$ cat src/rtl/acc_pkg.sv
// rtl/acc_pkg.sv - opcode encodings shared by the accumulator unit and its users
//
// Purpose: holds the acc_op_t opcode enum and the opcode width constant.
// Ports:   none (package).
package acc_pkg;

  localparam int ACC_OP_W = 3;

  typedef enum logic [ACC_OP_W-1:0] {
    OP_NOP  = 3'd0,
    OP_LOAD = 3'd1,
    OP_ADD  = 3'd2,
    OP_SUB  = 3'd3,
    OP_AND  = 3'd4,
    OP_XOR  = 3'd5,
    OP_PUSH = 3'd6,
    OP_POP  = 3'd7
  } acc_op_t;

endpackage

$ cat src/rtl/acc_unit_if.sv
// rtl/acc_unit_if.sv - opcode/result bundle between control unit and accumulator
//
// Purpose: groups the opcode channel and the accumulator result/flag outputs.
// Signals:
//   op_valid, op, data_in, clr_err  : controller -> accumulator
//   data_out, zero, neg, carry      : accumulator value and ALU flags
//   full, empty, err                : save-stack status and sticky error
// Modports: master (controller side), slave (accumulator side).
interface acc_unit_if #(
  parameter int WIDTH = 8
);
  import acc_pkg::*;

  logic             op_valid;
  acc_op_t          op;
  logic [WIDTH-1:0] data_in;
  logic             clr_err;
  logic [WIDTH-1:0] data_out;
  logic             zero;
  logic             neg;
  logic             carry;
  logic             full;
  logic             empty;
  logic             err;

  modport master (
    output op_valid, op, data_in, clr_err,
    input  data_out, zero, neg, carry, full, empty, err
  );

  modport slave (
    input  op_valid, op, data_in, clr_err,
    output data_out, zero, neg, carry, full, empty, err
  );

endinterface

$ cat src/rtl/acc_stack.sv
// rtl/acc_stack.sv - parametrised LIFO used as the accumulator save stack
//
// Purpose: DEPTH-entry LIFO; rejects push when full and pop when empty and
//          flags those attempts on o_ovf / o_unf in the same cycle.
// Ports:
//   clk, rst_n         : clock, asynchronous active-low reset
//   i_push, i_pop      : push i_wr_data / pop top entry (never both at once)
//   i_wr_data          : value to push
//   o_rd_data          : current top entry (valid while not empty)
//   o_full, o_empty    : registered occupancy status
//   o_ovf, o_unf       : push-while-full / pop-while-empty this cycle
module acc_stack #(
  parameter int WIDTH = 8,
  parameter int DEPTH = 4
) (
  input  logic             clk,
  input  logic             rst_n,
  input  logic             i_push,
  input  logic             i_pop,
  input  logic [WIDTH-1:0] i_wr_data,
  output logic [WIDTH-1:0] o_rd_data,
  output logic             o_full,
  output logic             o_empty,
  output logic             o_ovf,
  output logic             o_unf
);

  localparam int CW = $clog2(DEPTH + 1);
  localparam int IW = (DEPTH > 1) ? $clog2(DEPTH) : 1;

  logic [WIDTH-1:0] r_mem [DEPTH];
  logic [CW-1:0]    r_count;
  logic             r_full;
  logic             r_empty;
  logic [CW-1:0]    w_count_nxt;
  logic             w_do_push;
  logic             w_do_pop;
  logic [IW-1:0]    w_wr_idx;
  logic [IW-1:0]    w_top_idx;

  assign w_do_push = i_push & ~r_full;
  assign w_do_pop  = i_pop & ~r_empty;
  assign o_ovf     = i_push & r_full;
  assign o_unf     = i_pop & r_empty;

  // Count never exceeds DEPTH-1 when writing and is at least 1 when reading,
  // so the truncated indices always land inside the array.
  assign w_wr_idx  = IW'(r_count);
  assign w_top_idx = IW'(r_count - CW'(1));

  always_comb begin
    w_count_nxt = r_count;
    if (w_do_push) begin
      w_count_nxt = r_count + CW'(1);
    end else if (w_do_pop) begin
      w_count_nxt = r_count - CW'(1);
    end
  end

  always_ff @(posedge clk or negedge rst_n) begin
    if (!rst_n) begin
      r_count <= '0;
      r_full  <= 1'b0;
      r_empty <= 1'b1;
    end else begin
      r_count <= w_count_nxt;
      r_full  <= (w_count_nxt == CW'(DEPTH));
      r_empty <= (w_count_nxt == '0);
    end
  end

  always_ff @(posedge clk) begin
    if (w_do_push) begin
      r_mem[w_wr_idx] <= i_wr_data;
    end
  end

  assign o_rd_data = r_mem[w_top_idx];
  assign o_full    = r_full;
  assign o_empty   = r_empty;

endmodule

$ cat src/rtl/acc_unit.sv
// rtl/acc_unit.sv - accumulator with ALU ops, flags, sticky error and save stack
//
// Purpose: executes one acc_op_t per cycle on the accumulator; PUSH/POP move
//          the accumulator to/from an acc_stack instance.
// Ports:
//   clk, rst_n : clock, asynchronous active-low reset
//   bus        : acc_unit_if.slave (opcode in, accumulator and flags out)
// Build option: ACC_UNIT_SAT_EN makes ADD/SUB saturate instead of wrapping.
module acc_unit
  import acc_pkg::*;
#(
  parameter int WIDTH = 8,
  parameter int DEPTH = 4
) (
  input  logic       clk,
  input  logic       rst_n,
  acc_unit_if.slave  bus
);

  logic [WIDTH-1:0] r_acc;
  logic             r_zero;
  logic             r_neg;
  logic             r_carry;
  logic             r_err;

  logic [WIDTH:0]   w_sum;
  logic [WIDTH:0]   w_diff;
  logic [WIDTH-1:0] w_acc_nxt;
  logic             w_carry_nxt;
  logic             w_push;
  logic             w_pop;
  logic [WIDTH-1:0] w_stk_rd;
  logic             w_full;
  logic             w_empty;
  logic             w_ovf;
  logic             w_unf;

  // Bit WIDTH of the extended difference is the unsigned borrow (data_in > acc).
  assign w_sum  = {1'b0, r_acc} + {1'b0, bus.data_in};
  assign w_diff = {1'b0, r_acc} - {1'b0, bus.data_in};

  always_comb begin
    w_acc_nxt   = r_acc;
    w_carry_nxt = r_carry;
    w_push      = 1'b0;
    w_pop       = 1'b0;
    if (bus.op_valid) begin
      case (bus.op)
        OP_LOAD: w_acc_nxt = bus.data_in;
        OP_ADD: begin
          w_carry_nxt = w_sum[WIDTH];
`ifdef ACC_UNIT_SAT_EN
          w_acc_nxt = w_sum[WIDTH] ? {WIDTH{1'b1}} : w_sum[WIDTH-1:0];
`else
          w_acc_nxt = w_sum[WIDTH-1:0];
`endif
        end
        OP_SUB: begin
          w_carry_nxt = w_diff[WIDTH];
`ifdef ACC_UNIT_SAT_EN
          w_acc_nxt = w_diff[WIDTH] ? '0 : w_diff[WIDTH-1:0];
`else
          w_acc_nxt = w_diff[WIDTH-1:0];
`endif
        end
        OP_AND:  w_acc_nxt = r_acc & bus.data_in;
        OP_XOR:  w_acc_nxt = r_acc ^ bus.data_in;
        OP_PUSH: w_push = 1'b1;
        OP_POP: begin
          w_pop = 1'b1;
          if (!w_empty) begin
            w_acc_nxt = w_stk_rd;
          end
        end
        default: ;
      endcase
    end
  end

  // zero/neg follow w_acc_nxt every cycle; when the accumulator holds they
  // simply reload the same values, keeping them coherent with data_out.
  always_ff @(posedge clk or negedge rst_n) begin
    if (!rst_n) begin
      r_acc   <= '0;
      r_zero  <= 1'b1;
      r_neg   <= 1'b0;
      r_carry <= 1'b0;
      r_err   <= 1'b0;
    end else begin
      r_acc   <= w_acc_nxt;
      r_zero  <= (w_acc_nxt == '0);
      r_neg   <= w_acc_nxt[WIDTH-1];
      r_carry <= w_carry_nxt;
      // A new overflow/underflow beats a simultaneous clear.
      if (w_ovf || w_unf) begin
        r_err <= 1'b1;
      end else if (bus.clr_err) begin
        r_err <= 1'b0;
      end
    end
  end

  acc_stack #(
    .WIDTH (WIDTH),
    .DEPTH (DEPTH)
  ) u_stack (
    .clk       (clk),
    .rst_n     (rst_n),
    .i_push    (w_push),
    .i_pop     (w_pop),
    .i_wr_data (r_acc),
    .o_rd_data (w_stk_rd),
    .o_full    (w_full),
    .o_empty   (w_empty),
    .o_ovf     (w_ovf),
    .o_unf     (w_unf)
  );

  assign bus.data_out = r_acc;
  assign bus.zero     = r_zero;
  assign bus.neg      = r_neg;
  assign bus.carry    = r_carry;
  assign bus.full     = w_full;
  assign bus.empty    = w_empty;
  assign bus.err      = r_err;

endmodule

$ cat src/flat_wrapper.sv
// flat-port wrapper written by rule: the top's interface ports become plain ports
module acc_unit_flat import acc_pkg::*;
#(
  parameter int WIDTH = 8,
  parameter int DEPTH = 4
)
  (clk, rst_n, bus_op_valid, bus_op, bus_data_in, bus_clr_err, bus_data_out, bus_zero, bus_neg, bus_carry, bus_full, bus_empty, bus_err);
  acc_unit_if #(.WIDTH(WIDTH)) bus_i ();
  input  logic clk;
  input  logic rst_n;
  input wire logic [$bits(bus_i.op_valid)-1:0] bus_op_valid;
  input wire logic [$bits(bus_i.op)-1:0] bus_op;
  input wire logic [$bits(bus_i.data_in)-1:0] bus_data_in;
  input wire logic [$bits(bus_i.clr_err)-1:0] bus_clr_err;
  output wire logic [$bits(bus_i.data_out)-1:0] bus_data_out;
  output wire logic [$bits(bus_i.zero)-1:0] bus_zero;
  output wire logic [$bits(bus_i.neg)-1:0] bus_neg;
  output wire logic [$bits(bus_i.carry)-1:0] bus_carry;
  output wire logic [$bits(bus_i.full)-1:0] bus_full;
  output wire logic [$bits(bus_i.empty)-1:0] bus_empty;
  output wire logic [$bits(bus_i.err)-1:0] bus_err;
  assign bus_i.op_valid = bus_op_valid;
  assign bus_i.op = bus_op;
  assign bus_i.data_in = bus_data_in;
  assign bus_i.clr_err = bus_clr_err;
  assign bus_data_out = bus_i.data_out;
  assign bus_zero = bus_i.zero;
  assign bus_neg = bus_i.neg;
  assign bus_carry = bus_i.carry;
  assign bus_full = bus_i.full;
  assign bus_empty = bus_i.empty;
  assign bus_err = bus_i.err;
  acc_unit #(.WIDTH(WIDTH), .DEPTH(DEPTH)) u_core (.clk(clk), .rst_n(rst_n), .bus(bus_i));
endmodule
$ cat config.mk
export PLATFORM = sky130hd
export DESIGN_NAME = acc_unit_flat
export DESIGN_NICKNAME = d
export VERILOG_FILES = /design/src/rtl/acc_pkg.sv /design/src/rtl/acc_unit_if.sv /design/src/rtl/acc_stack.sv /design/src/rtl/acc_unit.sv /design/src/flat_wrapper.sv
export SDC_FILE = /design/constraint.sdc
export NUM_CORES = 1
export LEC_CHECK = 0
export CORE_MARGIN = 3
export CORE_UTILIZATION = 26
export DETAILED_ROUTE_END_ITERATION = 8
export PLACE_DENSITY_LB_ADDON = 0.1
export REMOVE_ABC_BUFFERS = 1
export SLEW_MARGIN = 30
export SYNTH_ARGS = -nofsm -noshare
export SYNTH_HDL_FRONTEND = slang
export SYNTH_SLANG_ARGS = --single-unit
$ cat constraint.sdc
create_clock -name clk -period 3.2 [get_ports clk]
set_input_delay 0.8 -clock clk [delete_from_list [all_inputs] [get_ports clk]]
set_output_delay 0.8 -clock clk [all_outputs]
set_load 0.03 [all_outputs]
After elaboration in Yosys (flattened, before gate mapping)
Memories as Yosys holds them, arrays and structs flattened.
Index checks and enable logic that the tools add are counted.
{"block": "totals", "ff_bits": 17, "ramBits": 32, "input_bits": 15, "output_inout_bits": 14, "wordCells": 49, "n_memories": 1}
{"name": "u_core.u_stack.r_mem", "depth": 4, "word_bits": 8, "read_ports": 1, "rd_clocked_by_memory_dff": 0, "wr": 1, "line": "acc_stack.sv:31", "source": "logic [WIDTH-1:0] r_mem [DEPTH];"}
{"block": "classes", "addsub": 4, "eq_ne": 8, "mux": 14, "n_bitwise": 8, "reduce_logical": 6}
{"op": "one-hot mux 8 bit (6 select lines)", "n": 1}
{"op": "2-to-1 mux 8 bit", "n": 2}
{"op": "equality test 3 bit (second input constant)", "n": 5}
{"op": "adder 8 x 8 -> 9 bit", "n": 1}
{"op": "subtractor 8 x 8 -> 9 bit", "n": 1}
{"op": "bitwise AND 8 bit", "n": 1}
{"op": "logical NOT 8 bit", "n": 1}
{"op": "2-to-1 mux 1 bit", "n": 8}
{"op": "bitwise XOR 8 bit", "n": 1}
{"op": "equality test 3 x 2 -> 1 bit (second input constant)", "n": 2}
{"op": "2-to-1 mux 3 bit", "n": 2}
{"op": "bitwise AND 1 bit", "n": 4}
{"op": "nonzero test 2 bit", "n": 2}
{"op": "adder 3 x 1 -> 3 bit (second input constant)", "n": 1}
{"op": "equality test 3 x 1 -> 1 bit (second input constant)", "n": 1}
{"op": "logical NOT 3 bit", "n": 1}
{"op": "subtractor 3 x 1 -> 3 bit (second input constant)", "n": 1}
{"op": "inverter 1 bit", "n": 2}
{"op": "one-hot mux 1 bit (2 select lines)", "n": 1}
{"op": "AND reduction 2 bit", "n": 1}
{"op": "logical OR 1 bit", "n": 1}

Logic depth before layout (Yosys ltp)
{"block": "depth", "word_depth": 7, "depth_mapped": 11, "mapped_depth_nobuf": 11}

Modules after synthesis
A second synthesis with hierarchy kept.
{"block": "hier_totals", "cells_unflattened": 282, "hier_area_um2": 3144.3}
{"mod": "acc_unit", "instances": 1, "cells_per_inst": 204, "area_per_inst_um2": 1589.0, "seq_area_each_um2": 276.5}
{"mod": "acc_stack", "instances": 1, "cells_per_inst": 78, "area_per_inst_um2": 1555.2, "seq_area_each_um2": 1087.3}

Least setup slack after synthesis
No wires, ideal clock.
{"block": "synth_path", "path_kind": "input port to flip-flop", "from": "in bus_data_in[2]", "to": "reg u_core.r_zero, in the netlist u_core.bus.zero", "t_arrival_ns": 2.911, "path_slack_ns": 0.199, "stages": 10, "path_buffers": 1, "cell_sequence": "inv_1 ha_1 buf_2 inv_1 a221oi_1 xnor2_1 o221ai_1 o22a_1 or4_2 nor4b_2"}
{"block": "synth_between", "elab_chain_cells": 4, "word_cells_on_any_way": 7, "cone_classes": "2 x add/sub; 2 x mux; 2 x bitwise; 1 x reduce/logical"}
{"element": "start, declared", "line": "flat_wrapper.sv:13", "source": "input wire logic [$bits(bus_i.data_in)-1:0] bus_data_in;"}
{"element": "subtractor 8 x 8 -> 9 bit or adder 8 x 8 -> 9 bit (tied branches)", "line": "acc_unit.sv:40, acc_unit.sv:39"}
{"element": "one-hot mux 8 bit (6 select lines) *", "line": "acc_unit.sv:48", "source": "case (bus.op)"}
{"element": "2-to-1 mux 8 bit *", "line": "acc_unit.sv:47", "source": "if (bus.op_valid) begin"}
{"element": "named net u_core.w_acc_nxt[3]", "line": "acc_unit.sv:28", "source": "logic [WIDTH-1:0] w_acc_nxt;"}
{"element": "logical NOT 8 bit *", "line": "acc_unit.sv:91", "source": "r_zero <= (w_acc_nxt == '0);"}
{"element": "end signal, assigned", "line": "acc_unit.sv:91"}
{"element": "end, declared", "line": "acc_unit.sv:21", "source": "logic r_zero;"}
Mark *: on every way through the listed nets, which the timed path passes. The rest lies on a longest branch.
A chain may end at the register's enable or synchronous reset.

Final worst setup path
{"block": "layout_path", "from": "in bus_data_in[0]", "to": "reg u_core.r_acc[4], in the netlist u_core.bus.data_out[4]"}
{"block": "layout_between", "elab_chain_cells": 3, "word_cells_on_any_way": 4, "cone_classes": "2 x add/sub; 2 x mux"}
{"element": "subtractor 8 x 8 -> 9 bit or adder 8 x 8 -> 9 bit (tied branches)", "line": "acc_unit.sv:40, acc_unit.sv:39"}
{"element": "one-hot mux 8 bit (6 select lines) *", "line": "acc_unit.sv:48"}
{"element": "2-to-1 mux 8 bit *", "line": "acc_unit.sv:47"}
{"element": "named net u_core.w_acc_nxt[4]", "line": "acc_unit.sv:28"}
{"element": "end signal, assigned", "line": "acc_unit.sv:90", "source": "r_acc <= w_acc_nxt;"}
{"element": "end, declared", "line": "acc_unit.sv:20", "source": "logic [WIDTH-1:0] r_acc;"}
Marks and branches as above.

==> results.tsv <==
metric	value	unit
leakagePower	1.707	nW
final_cells	536	
maxSlewViolCount	0	
yosysTopAreaCellShare	0.2999	
dieArea	13690	µm²
async_reset_ff_frac	0.3333	
clk_pin_slew	0.07	ns
grt_use_total	0.1465	
row_count	39	
cp_slowest_cell	clkdlybuf4s50_1	
synth_flop_cell	edfxtp_1	
netlist.top_cell.by_area	edfxtp_1	
die_w	117.0	µm
fin_nets	430	
htreeDepth	2	
hp-class	reg -> reg	
grt_pass1_vias	2773	
critPathKind	in -> reg	
fin_tns_setup	0	ns
die_h	117.0	µm
grt_pass1_wl	15.31	mm
portBuffers	28	
path_cells	clkdlybuf4s50_1 > ha_1 > inv_1 > fa_1 > buf_4 > a211oi_1 > buf_4 > nor2_1 > buf_4 > o221ai_1 > o21ai_0 > a31oi_1 > buf_4	
cpPeakStageDelay	0.50	ns
root_buffer	clkbuf_16	
cts_sinks	48	
power-per-cell-area	666.6	nW/µm²
critPathTopFamily	buffers and inverters	
path_buf_inv	6	
relSlewSlack	0.4443	
dr_total_vias	2639	
max-cap-violations	0	
tightest_slew	0.8310	ns
antenna_found_initial	0	
ioPinCount	29	
cts_hold_buf	0	
insertion_delay	0.29	ns
worstPathArrival	3.35	ns
place_congestion	0.8784	
drive_gt1_frac	0.2545	
syn_to_final_growth	34.01	%
fin_skew	0.006286	ns
numCtsBuffers	5	
crit_top_cell	buf_4	
synth_area	3204	µm²
crit_path_start_kind	input pin	
worst_slack	0.08278	ns
yosysMostFrequentCell	edfxtp_1	
syn_inst	305	
diodes	0	
critical_path.endpoint_type	flop	
synth_edf_count	32	
post-route-period-util	0.9741	
wire_per_inst	17.52	µm
rsz0062_at_grt	true	
cts_tree	yes	
overflow	0	
worst_ir_drop_vdd	0.2240	mV
outcome	complete, no violations	
dpl.cell_count	528	
synth.distinct_cells	60	
place_ws	-0.3720	ns
antenna_left	0	
wl	9.391	mm
grt_max_degree	17	
first_iter_violations	125	
fin_crit	3.117	ns
synth-seq-area-share	0.4256	
ys_seq_elements	48	
fillCellCount	1163	
core	11710	µm²
hpwl	7.173	mm
viasPerCell	4.924	
finalHoldViolCount	0	
required	3.43	ns
syn-mean-instance-area	10.51	µm²
synth.area.top_cells	edfxtp_1, dfrtp_1, ha_1, mux4_2, nor2_1	
setup_violations	0	
cts_max_path_buffers	2	
yosysWarnings	0	
synth_common_cells	edfxtp_1, nor2_1, ha_1	
crit_fanout	3	
detail_route.first_pass.iterations	5	
start_util	0.2736	
clock.fmax	320.8	MHz
drcViolationCount	0	
-- registers in the layout, summed over array words and instances (netlist names) --
name / flops
u_core.u_stack.r_mem: 32
u_core.u_stack.o_full: 1
u_core.u_stack.r_count: 3
u_core.u_stack.o_empty: 1
u_core.bus.data_out: 8
u_core.bus.zero: 1
u_core.bus.carry: 1
u_core.bus.err: 1
-- per-layer routing --
| layer | part of all wire | vias up | global-route usage | wire (µm) |
|---|---|---|---|---|
| met5 | 0 | - | 0 | 0 |
| met4 | 0.013 | 0 | 0.03517 | 119 |
| met3 | 0.032 | 11 | 0.02211 | 304 |
| met2 | 0.46 | 58 | 0.2294 | 4305 |
| met1 | 0.50 | 1261 | 0.2139 | 4662 |
| li1 | - | 1309 | - | - |
-- per-stage QoR --
stage | total power, mW | area (µm²) | util | hold WS, ns
after floorplan | 1.684 | 3087 | - | 0.4572
after global placement | 2.344 | 4099 | 0.3500 | 0.4973
after detailed placement | 2.325 | 4099 | 0.3500 | 0.4969
after CTS | 2.881 | 4264 | 0.3641 | 0.5105
after global routing | 3.083 | 4294 | 0.3667 | 0.5509
final | 2.862 | 4294 | 0.3667 | 0.5062
-- final cells by class --
cell class                      instances  area, µm²  area share
Multi-Input combinational cell        217       1693      0.3942
Sequential cell                        48       1364      0.3176
Timing Repair Buffer                  100      833.3      0.1941
Tap cell                              143      178.9     0.04167
Clock buffer                            7      142.6     0.03322
Inverter                               20      75.07     0.01748
Clock inverter                          1      7.507    0.001748
-- power breakdown --
part           switching [mW]  internal (mW)  total, mW
sequential              0.114          0.775      0.889
combinational           0.745          0.696       1.44
clock                   0.222          0.311      0.533
-- cells in the final DEF (no fill, tap or decap), types with 6 or more instances in the layout --
cell,instances
dfrtp_1,14
mux4_2,6
buf_4,71
o21ai_0,15
nor2_1,29
nor2b_1,10
mux2i_1,11
inv_1,20
ha_1,20
clkdlybuf4s50_1,28
nor3_1,6
nand2_1,14
edfxtp_1,32
a21oi_1,14
-- worst paths after layout --
kind	slack [ns]	cells past startpoint	startpoint	endpoint
max in group asynchronous	1.69	1	rst_n	u_core.bus.err$_DFFE_PN0P_
min in group asynchronous	0.99	1	rst_n	u_core.u_stack.o_full$_DFF_PN0_
min reg2reg	0.51	1	u_core.u_stack.r_count[2]$_DFF_PN0_	u_core.u_stack.r_count[2]$_DFF_PN0_
max	0.08	13	bus_data_in[0]	u_core.bus.data_out[4]$_DFF_PN0_
min	0.51	1	u_core.u_stack.r_count[2]$_DFF_PN0_	u_core.u_stack.r_count[2]$_DFF_PN0_
max reg2reg	0.37	8	u_core.u_stack.r_count[1]$_DFF_PN0_	u_core.bus.zero$_DFF_PN1_
-- timing repair --
| item | CTS | global route |
|---|---|---|
| pin swaps | 0 | 3 |
| gates resized for setup | 4 | 10 |
| setup endpoints to repair | 1 | 2 |
| buffers inserted | 0 | 0 |
-- logic make-up after synthesis --
family / share of synthesized area
AOI/OAI and AO/OA: 0.1597
xor gates and xnor gates: 0.01093
adders and majority gates: 0.09449
buffers and inverters: 0.06013
DFF: 0.4256
muxes: 0.09645
and+or+nand+nor: 0.1527
No activity file was read; power rests on OpenSTA's default activity.
